==> src/rtl/uart_rx.sv <==
// uart_rx: 16x-oversampled UART receiver (8 data LSB first, parity, 1 stop).
// Ports: clk, rst (async high), clk_bd (16x tick), rx -> dataout, rdsig,
//        dataerror, frameerror, busy.
module uart_rx #(
  parameter logic PARITYMODE = 1'b0
) (
  input  logic       clk,
  input  logic       rst,
  input  logic       clk_bd,
  input  logic       rx,
  output logic [7:0] dataout,
  output logic       rdsig,
  output logic       dataerror,
  output logic       frameerror,
  output logic       busy
);

  typedef enum logic [2:0] {
    IDLE,
    START,
    DATA,
    PARITY,
    STOP
  } state_t;

  state_t      state;
  logic        rx_m;
  logic        rx_s;
  logic        rx_d;
  logic [3:0]  tcnt;
  logic [2:0]  bcnt;
  logic [7:0]  shift;
  logic        s7;
  logic        s8;
  logic        par;
  logic        fall;
  logic        maj;
  logic        mid;
  logic        last;

  assign fall = rx_d & ~rx_s;
  // Majority of the tcnt=7/8 samples and the live tcnt=9 value.
  assign maj  = (s7 & s8) | (s7 & rx_s) | (s8 & rx_s);
  assign mid  = clk_bd && (tcnt == 4'd9);
  assign last = clk_bd && (tcnt == 4'd15);

  always_ff @(posedge clk or posedge rst) begin
    if (rst) begin
      state      <= IDLE;
      rx_m       <= 1'b1;
      rx_s       <= 1'b1;
      rx_d       <= 1'b1;
      tcnt       <= 4'd0;
      bcnt       <= 3'd0;
      shift      <= 8'd0;
      s7         <= 1'b0;
      s8         <= 1'b0;
      par        <= 1'b0;
      dataout    <= 8'd0;
      rdsig      <= 1'b0;
      dataerror  <= 1'b0;
      frameerror <= 1'b0;
      busy       <= 1'b0;
    end else begin
      rx_m  <= rx;
      rx_s  <= rx_m;
      rx_d  <= rx_s;
      rdsig <= 1'b0;
      if (state != IDLE && clk_bd) begin
        tcnt <= tcnt + 4'd1;
        if (tcnt == 4'd7) s7 <= rx_s;
        if (tcnt == 4'd8) s8 <= rx_s;
      end
      unique case (state)
        IDLE: begin
          if (fall) begin
            state <= START;
            tcnt  <= 4'd0;
            busy  <= 1'b1;
          end
        end
        START: begin
          if (mid && maj) begin
            state <= IDLE;
            busy  <= 1'b0;
          end else if (last) begin
            state <= DATA;
            bcnt  <= 3'd0;
          end
        end
        DATA: begin
          if (mid) shift <= {maj, shift[7:1]};
          if (last) begin
            bcnt <= bcnt + 3'd1;
            if (bcnt == 3'd7) state <= PARITY;
          end
        end
        PARITY: begin
          if (mid) par <= maj;
          if (last) state <= STOP;
        end
        STOP: begin
          // Leave at mid-stop-bit so the next start edge is never missed.
          if (mid) begin
            dataout    <= shift;
            dataerror  <= par != (PARITYMODE ^ (^shift));
            frameerror <= ~maj;
            rdsig      <= 1'b1;
            busy       <= 1'b0;
            state      <= IDLE;
          end
        end
        default: state <= IDLE;
      endcase
    end
  end

endmodule

==> config.mk <==
export PLATFORM = sky130hd
export DESIGN_NAME = uart_rx
export DESIGN_NICKNAME = d
export VERILOG_FILES = /design/src/rtl/uart_rx.sv
export SDC_FILE = /design/constraint.sdc
export NUM_CORES = 1
export LEC_CHECK = 0
export ABC_CLOCK_PERIOD_IN_PS = 5100
export BUFFER_PORTS_ARGS = -buffer_cell sky130_fd_sc_hd__clkbuf_2
export CORE_ASPECT_RATIO = 1.2
export CORE_MARGIN = 5
export CORE_UTILIZATION = 54
export DETAILED_ROUTE_END_ITERATION = 10
export GPL_ROUTABILITY_DRIVEN = 0
export PLACE_DENSITY = 0.71
export SKIP_LAST_GASP = 1
export SYNTH_ARGS = -nofsm -noshare
export SYNTH_HDL_FRONTEND = slang
export SYNTH_SLANG_ARGS = --single-unit
==> constraint.sdc <==
create_clock -name clk -period 5.1 [get_ports clk]
set_clock_uncertainty 0.1 [all_clocks]
set_input_delay 1.275 -clock clk [delete_from_list [all_inputs] [get_ports clk]]
set_output_delay 1.275 -clock clk [all_outputs]
set_load 0.01 [all_outputs]
==> results of run 1 <==
==> synthesized netlist by cell type (all sizes together) <==
cell	n	area share
a2111o	1	0.0065
a2111oi	1	0.016
a211oi	1	0.0043
a21o	1	0.0043
a21oi	6	0.017
a22o	2	0.010
a31oi	2	0.0072
and2	1	0.0036
and3	1	0.0036
and4	1	0.0051
and4b	1	0.0058
buf	4	0.015
clkbuf	1	0.0022
dfrtp	33	0.48
dfstp	3	0.046
ha	5	0.036
inv	5	0.011
maj3	1	0.0065
mux2	20	0.13
nand2	10	0.022
nand2b	2	0.0072
nand3	5	0.017
nand3b	4	0.017
nand4	1	0.0036
nor2	6	0.013
nor2b	1	0.0036
nor3	1	0.0029
nor3b	2	0.0087
nor4	1	0.0036
o21ai	7	0.022
o21bai	1	0.0043
o2bb2ai	1	0.0051
o31ai	1	0.0043
or3	2	0.0072
xnor2	4	0.020
xnor3	1	0.013
xor2	3	0.015
==> state kept, by name, summed over array words and instances (netlist names) <==
register	flops
bcnt	3
rdsig	1
rx_s	1
par	1
dataout	8
state	3
tcnt	4
s7	1
rx_m	1
frameerror	1
dataerror	1
s8	1
busy	1
shift	8
rx_d	1
==> cell families after synthesis <==
| logic type | share of synthesized area |
|---|---|
| adders and majority gates | 0.0426 |
| muxes | 0.132 |
| DFF | 0.522 |
| xor gates and xnor gates | 0.0484 |
| buffers and inverters | 0.0282 |
| and+or+nand+nor | 0.124 |
| AOI/OAI and AO/OA | 0.102 |
==> area by class of cell <==
| type | count | area share |
|---|---|---|
| multi-input cells | 97 | 0.411 |
| flip-flops and latches | 36 | 0.478 |
| repair buffers | 16 | 0.0436 |
| clock buffers | 7 | 0.0343 |
| inverters | 5 | 0.00991 |
| well taps | 36 | 0.0238 |
==> cells in the final DEF, fill, tap and decap left out, types with 3 or more instances in the layout <==
master    instances
dfstp_2           3
xor2_1            3
ha_1              5
o21ai_0           6
nand2_1          10
nor2_1            6
xnor2_1           4
mux2_2           19
nand3b_1          4
dfrtp_1          33
clkbuf_4          5
clkbuf_2         15
nand3_1           4
inv_1             5
a21oi_1           6
==> path summary, 6_finish.rpt <==
kind	slack, ps	to	start	depth (start not counted)
worst max-delay path	2630	dataout[5]$_DFFE_PP0P_	clk_bd	4
worst min-delay path	260	rx_s$_DFF_PP1_	rx_m$_DFF_PP1_	0
worst max register to register	3090	dataout[5]$_DFFE_PP0P_	tcnt[1]$_DFF_PP0_	5
worst min register to register	260	rx_s$_DFF_PP1_	rx_m$_DFF_PP1_	0
max in group asynchronous	3660	rx_s$_DFF_PP1_	rst	3
min in group asynchronous	890	tcnt[0]$_DFF_PP0_	rst	3
==> metrics by stage <==
step | util | power (mW) | std cells | instance area [um^2] | hold slack [ps]
2_1_floorplan | - | 0.504 | 143 | 1730 | 245
3_3_place_gp | 0.593 | 0.527 | 190 | 1830 | 246
3_5_place_dp | 0.593 | 0.538 | 190 | 1830 | 250
4_1_cts | 0.614 | 0.704 | 197 | 1890 | 264
5_1_grt | 0.614 | 0.748 | 197 | 1890 | 273
6_report | 0.614 | 0.700 | 197 | 1890 | 262
==> worst max-delay path, delay by kind of cell <==
kind                   cells  cell delay, ps
AND/OR/NAND/NOR            2             790
buffers and inverters      1             140
multiplexers               1             380
==> power groups by stage <==
stage | sequential (mW) | combinational [mW] | clock (mW)
3_3_place_gp | 0.372 | 0.156 | 0
2_1_floorplan | 0.350 | 0.153 | 0
4_1_cts | 0.371 | 0.162 | 0.172
3_5_place_dp | 0.377 | 0.161 | 0
5_1_grt | 0.379 | 0.183 | 0.186
6_report | 0.372 | 0.160 | 0.167
==> metal layers <==
metal	track usage	routed length, um
met1	0.186	1280
met4	0.0731	64
met3	0.0480	92
met2	0.248	1430
met5	0	0
==> results_dict.tcl, run 1 <==
set metrics [dict create \
    wirelength_mm 2.86 \
    clk_pin_slew_ps 90 \
    cp-start-kind "primary input" \
    grt_pass1_vias 1138 \
    drv_slew 0 \
    crit_fanout 13 \
    p_comb_frac 0.229 \
    syn-num-nets 152 \
    grt_overflow_total 0 \
    cts_sinks 36 \
    nets 170 \
    max_slew.worst_pin.slew_ps 637 \
    initial_core_util 0.562 \
    ir_drop_mv 0.322 \
    grt_pass1_wl_mm 5.16 \
    status "finished, final reports clean" \
    fill_cells 276 \
    clk_path_buf_depth 2 \
    pre_cts_ws_ps 2280 \
    regArea_um2 905 \
    hold_path_class "flop to flop" \
    cts_buffers 5 \
    cp-end-kind "flop" \
    avgViaCountPerCell 5.67 \
    post_cts_buffers 0 \
    num_io_pins 16 \
    synth.distinct_cells 41 \
    std_cell_rows 22 \
    critPathMaxStageDelay_ps 450 \
    setup_slack_ps 2630 \
    swShare 0.324 \
    num_vias 1117 \
    setup_viol 0 \
    htree_levels 2 \
    synth.cell_area_um2 1730 \
    timing.final.crit_share 0.484 \
    synthCells 143 \
    p_leak_nw 0.945 \
    hold_violations 0 \
    clk_latency_ps 340 \
    p_per_area_nw_per_um2 369 \
    worstPathArrival_ps 2590 \
    fp.coreArea_um2 3080 \
    syn2layout_area_growth_pct 9.39 \
    cts_root_buf "clkbuf_4" \
    maxCapViolations 0 \
    seq_area_frac_synth 0.522 \
    drive_gt1_frac 0.311 \
    synth.avg_cell_area_um2 12.1 \
    fp.dieH_um 72.0 \
    die_w_um 61.7 \
    p_switching_mw 0.226 \
    drt-pass1-iter-count 4 \
    fp.dieArea_um2 4440 \
    worstSetupPathType "primary input to flop" \
    grt_max_degree 37 \
    hold_buffers 0 \
    yosys_warnings 0 \
    rsz0062_at_grt "false" \
    internal_power_mw 0.473 \
    drcViolationCount 0 \
    critPathRequiredTime_ps 5220 \
    diodes 0 \
    fin_crit_ps 2470 \
    power.share.clock 0.239 \
    dpl.hpwl_mm 2.05 \
    max_clock_freq_ghz 0.405 \
    crit_chain "clkbuf_2 > and4b_1 > nand3_2 > mux2_2" \
    drtIter0Drc 42 \
    maxSlewHeadroom 0.571 \
    setup-tns-final_ps 0 \
    grt_usage 0.155 \
    final_antenna_net_count 0 \
    antenna_found_initial 0 \
    cts_tree "done" \
    seq_power_share 0.532 \
    multi_input_area_um2 778 \
    wl_per_cell_um 14.5 \
    synth_seq_cells 36 \
    portBuffers 15 \
    cpMaxStageDelayCell "and4b_1" \
    cts_resized 0 \
]
Power figures use the tool's default switching activity.
==> inputs of run 2 (changes only) <==
--- a/config.mk
+++ b/config.mk
@@ -5,11 +5,11 @@
 export SDC_FILE = /design/constraint.sdc
 export NUM_CORES = 1
 export LEC_CHECK = 0
-export ABC_CLOCK_PERIOD_IN_PS = 5100
+export ABC_CLOCK_PERIOD_IN_PS = 1990
 export BUFFER_PORTS_ARGS = -buffer_cell sky130_fd_sc_hd__clkbuf_2
 export CORE_ASPECT_RATIO = 1.2
 export CORE_MARGIN = 5
-export CORE_UTILIZATION = 54
+export CORE_UTILIZATION = 52
 export DETAILED_ROUTE_END_ITERATION = 10
 export GPL_ROUTABILITY_DRIVEN = 0
 export PLACE_DENSITY = 0.71
==> constraint.sdc (replaced) <==
create_clock -name clk -period 1.99 [get_ports clk]
set_clock_uncertainty 0.1 [all_clocks]
set_input_delay 0.4975 -clock clk [delete_from_list [all_inputs] [get_ports clk]]
set_output_delay 0.4975 -clock clk [all_outputs]
set_load 0.01 [all_outputs]
==> run 2 against run 1 <==
  * Combinational power rose to 3.3 times the previous value
  * Setup slack worse by 2500 ps
  * Register-to-register slack worse by 3000 ps
  * Final area up 4.6%
  * Total power rose to 2.8 times the previous value
  * Core utilization down 1.1 points
  * Die area up 3.3%
  * First-iteration DRC count up 24%
  * Routed wire length up 8.6%
==> results_dict.tcl, run 2 (synthesized netlist as in run 1, its figures left out) <==
set metrics [dict create \
    status "finished, final reports clean" \
    final_cells 208 \
    placed_cell_area_um2 1890 \
    pre_cts_ws_ps 62.1 \
    grt_usage 0.150 \
    clk_pin_slew_ps 70 \
    layout_common_cells "33 x dfrtp_1, 19 x mux2_2, 15 x clkbuf_2" \
    final_antenna_net_count 0 \
    hold_path_class "primary input to async pin" \
    hold_buffers 0 \
    critPathRequiredTime_ps 2060 \
    initial_core_util 0.528 \
    top_regs "dataout (8), shift (8), tcnt (4)" \
    drtIter0Drc 52 \
    cts_tree "done" \
    grt_pass1_wl_mm 5.43 \
    cp-start-kind "flop" \
    dpl.hpwl_mm 2.25 \
    fp.coreArea_um2 3280 \
    fp.dieArea_um2 4590 \
    hold-worst-slack_ps 196 \
    worstSetupPathType "flop to flop" \
    wl_per_cell_um 14.9 \
    clk_path_buf_depth 2 \
    drive_gt1_frac 0.345 \
    maxCapViolations 0 \
    drv_slew 0 \
    clk_latency_ps 280 \
    nets 179 \
    avgViaCountPerCell 5.66 \
    wirelength_mm 3.11 \
    worstPathArrival_ps 1950 \
    setup-tns-final_ps 0 \
    cts_buffers 5 \
    fp.dieH_um 73.2 \
    cp-end-kind "flop" \
    setup_slack_ps 109 \
    final_cell_area_um2 1980 \
    syn2layout_area_growth_pct 14.4 \
    grt_pass1_vias 1239 \
    p_leak_nw 0.992 \
    crit_fanout 10 \
    regArea_um2 905 \
    diodes 0 \
    die_w_um 62.7 \
    p_per_area_nw_per_um2 974 \
    htree_levels 2 \
    multi_input_area_um2 779 \
    max_slew.worst_pin.slew_ps 439 \
    ir_drop_mv 0.612 \
    fill_cells 269 \
    rsz0062_at_grt "false" \
    layout_commonest_cell "dfrtp_1" \
    drcViolationCount 0 \
    antenna_found_initial 0 \
    setup_viol 0 \
    grt_overflow_total 0 \
    portBuffers 15 \
    fin_crit_ps 1880 \
    maxSlewHeadroom 0.707 \
    placed_cells 199 \
    hold_violations 0 \
    drt-pass1-iter-count 4 \
    timing.final.crit_share 0.945 \
    std_cell_rows 23 \
    cts_root_buf "clkbuf_8" \
    grt_max_degree 37 \
    num_vias 1178 \
    num_io_pins 16 \
    cts_sinks 36 \
    max_clock_freq_ghz 0.532 \
]
run 2: layer usage:
| layer | wire, um | vias to the layer above | track usage | part of all wire |
|---|---|---|---|---|
| met3 | 144 | 5 | 0.0508 | 0.046 |
| met2 | 1690 | 29 | 0.287 | 0.54 |
| met4 | 32 | 0 | 0.0519 | 0.010 |
| met1 | 1240 | 583 | 0.151 | 0.40 |
| li1 | - | 561 | - | - |
| met5 | 0 | - | 0 | 0 |
run 2: area by class of cell:
type                            instances  area share
Multi-Input combinational cell         97       0.394
Timing Repair Buffer                   25      0.0758
Clock inverter                          1     0.00253
Tap cell                               37      0.0234
Clock buffer                            7      0.0385
Sequential cell                        36       0.457
Inverter                                5     0.00948
run 2: worst paths after layout:
path | startpoint | endpoint | slack [ps] | cells after the start
hold / removal | rst | tcnt[0]$_DFF_PP0_ | 200 | 3
max in group asynchronous | rst | rx_d$_DFF_PP1_ | 1260 | 3
hold reg to reg | rx_m$_DFF_PP1_ | rx_s$_DFF_PP1_ | 260 | 0
setup / recovery | tcnt[1]$_DFF_PP0_ | bcnt[0]$_DFFE_PP0P_ | 110 | 6
min in group clk | rx | rx_m$_DFF_PP1_ | 200 | 1
setup reg to reg | tcnt[1]$_DFF_PP0_ | bcnt[0]$_DFFE_PP0P_ | 110 | 6
run 2: per-stage QoR:
step,util,total power [mW]
after floorplan,-,1.29
after global placement,0.576,1.40
after detailed placement,0.576,1.43
after CTS,0.601,1.92
after global routing,0.604,2.06
final,0.604,1.93
run 2: timing repair:
action / CTS / global route
setup buffers: 0 / 1
gates resized for setup: 0 / 1
endpoints found under the setup margin: 0 / 4
run 2: worst max-delay path, stage by stage, from the launching register on:
cell and delay (ps):
dfrtp_1 350, inv_1 60, ha_1 170, and4b_2 310
a2111oi_4 410, o21ai_2 110, mux2_4 260
run 2: where the power goes:
group	switching, mW	total, mW	internal, mW
Sequential	0.0858	0.909	0.823
Combinational	0.290	0.531	0.241
Clock	0.244	0.490	0.246
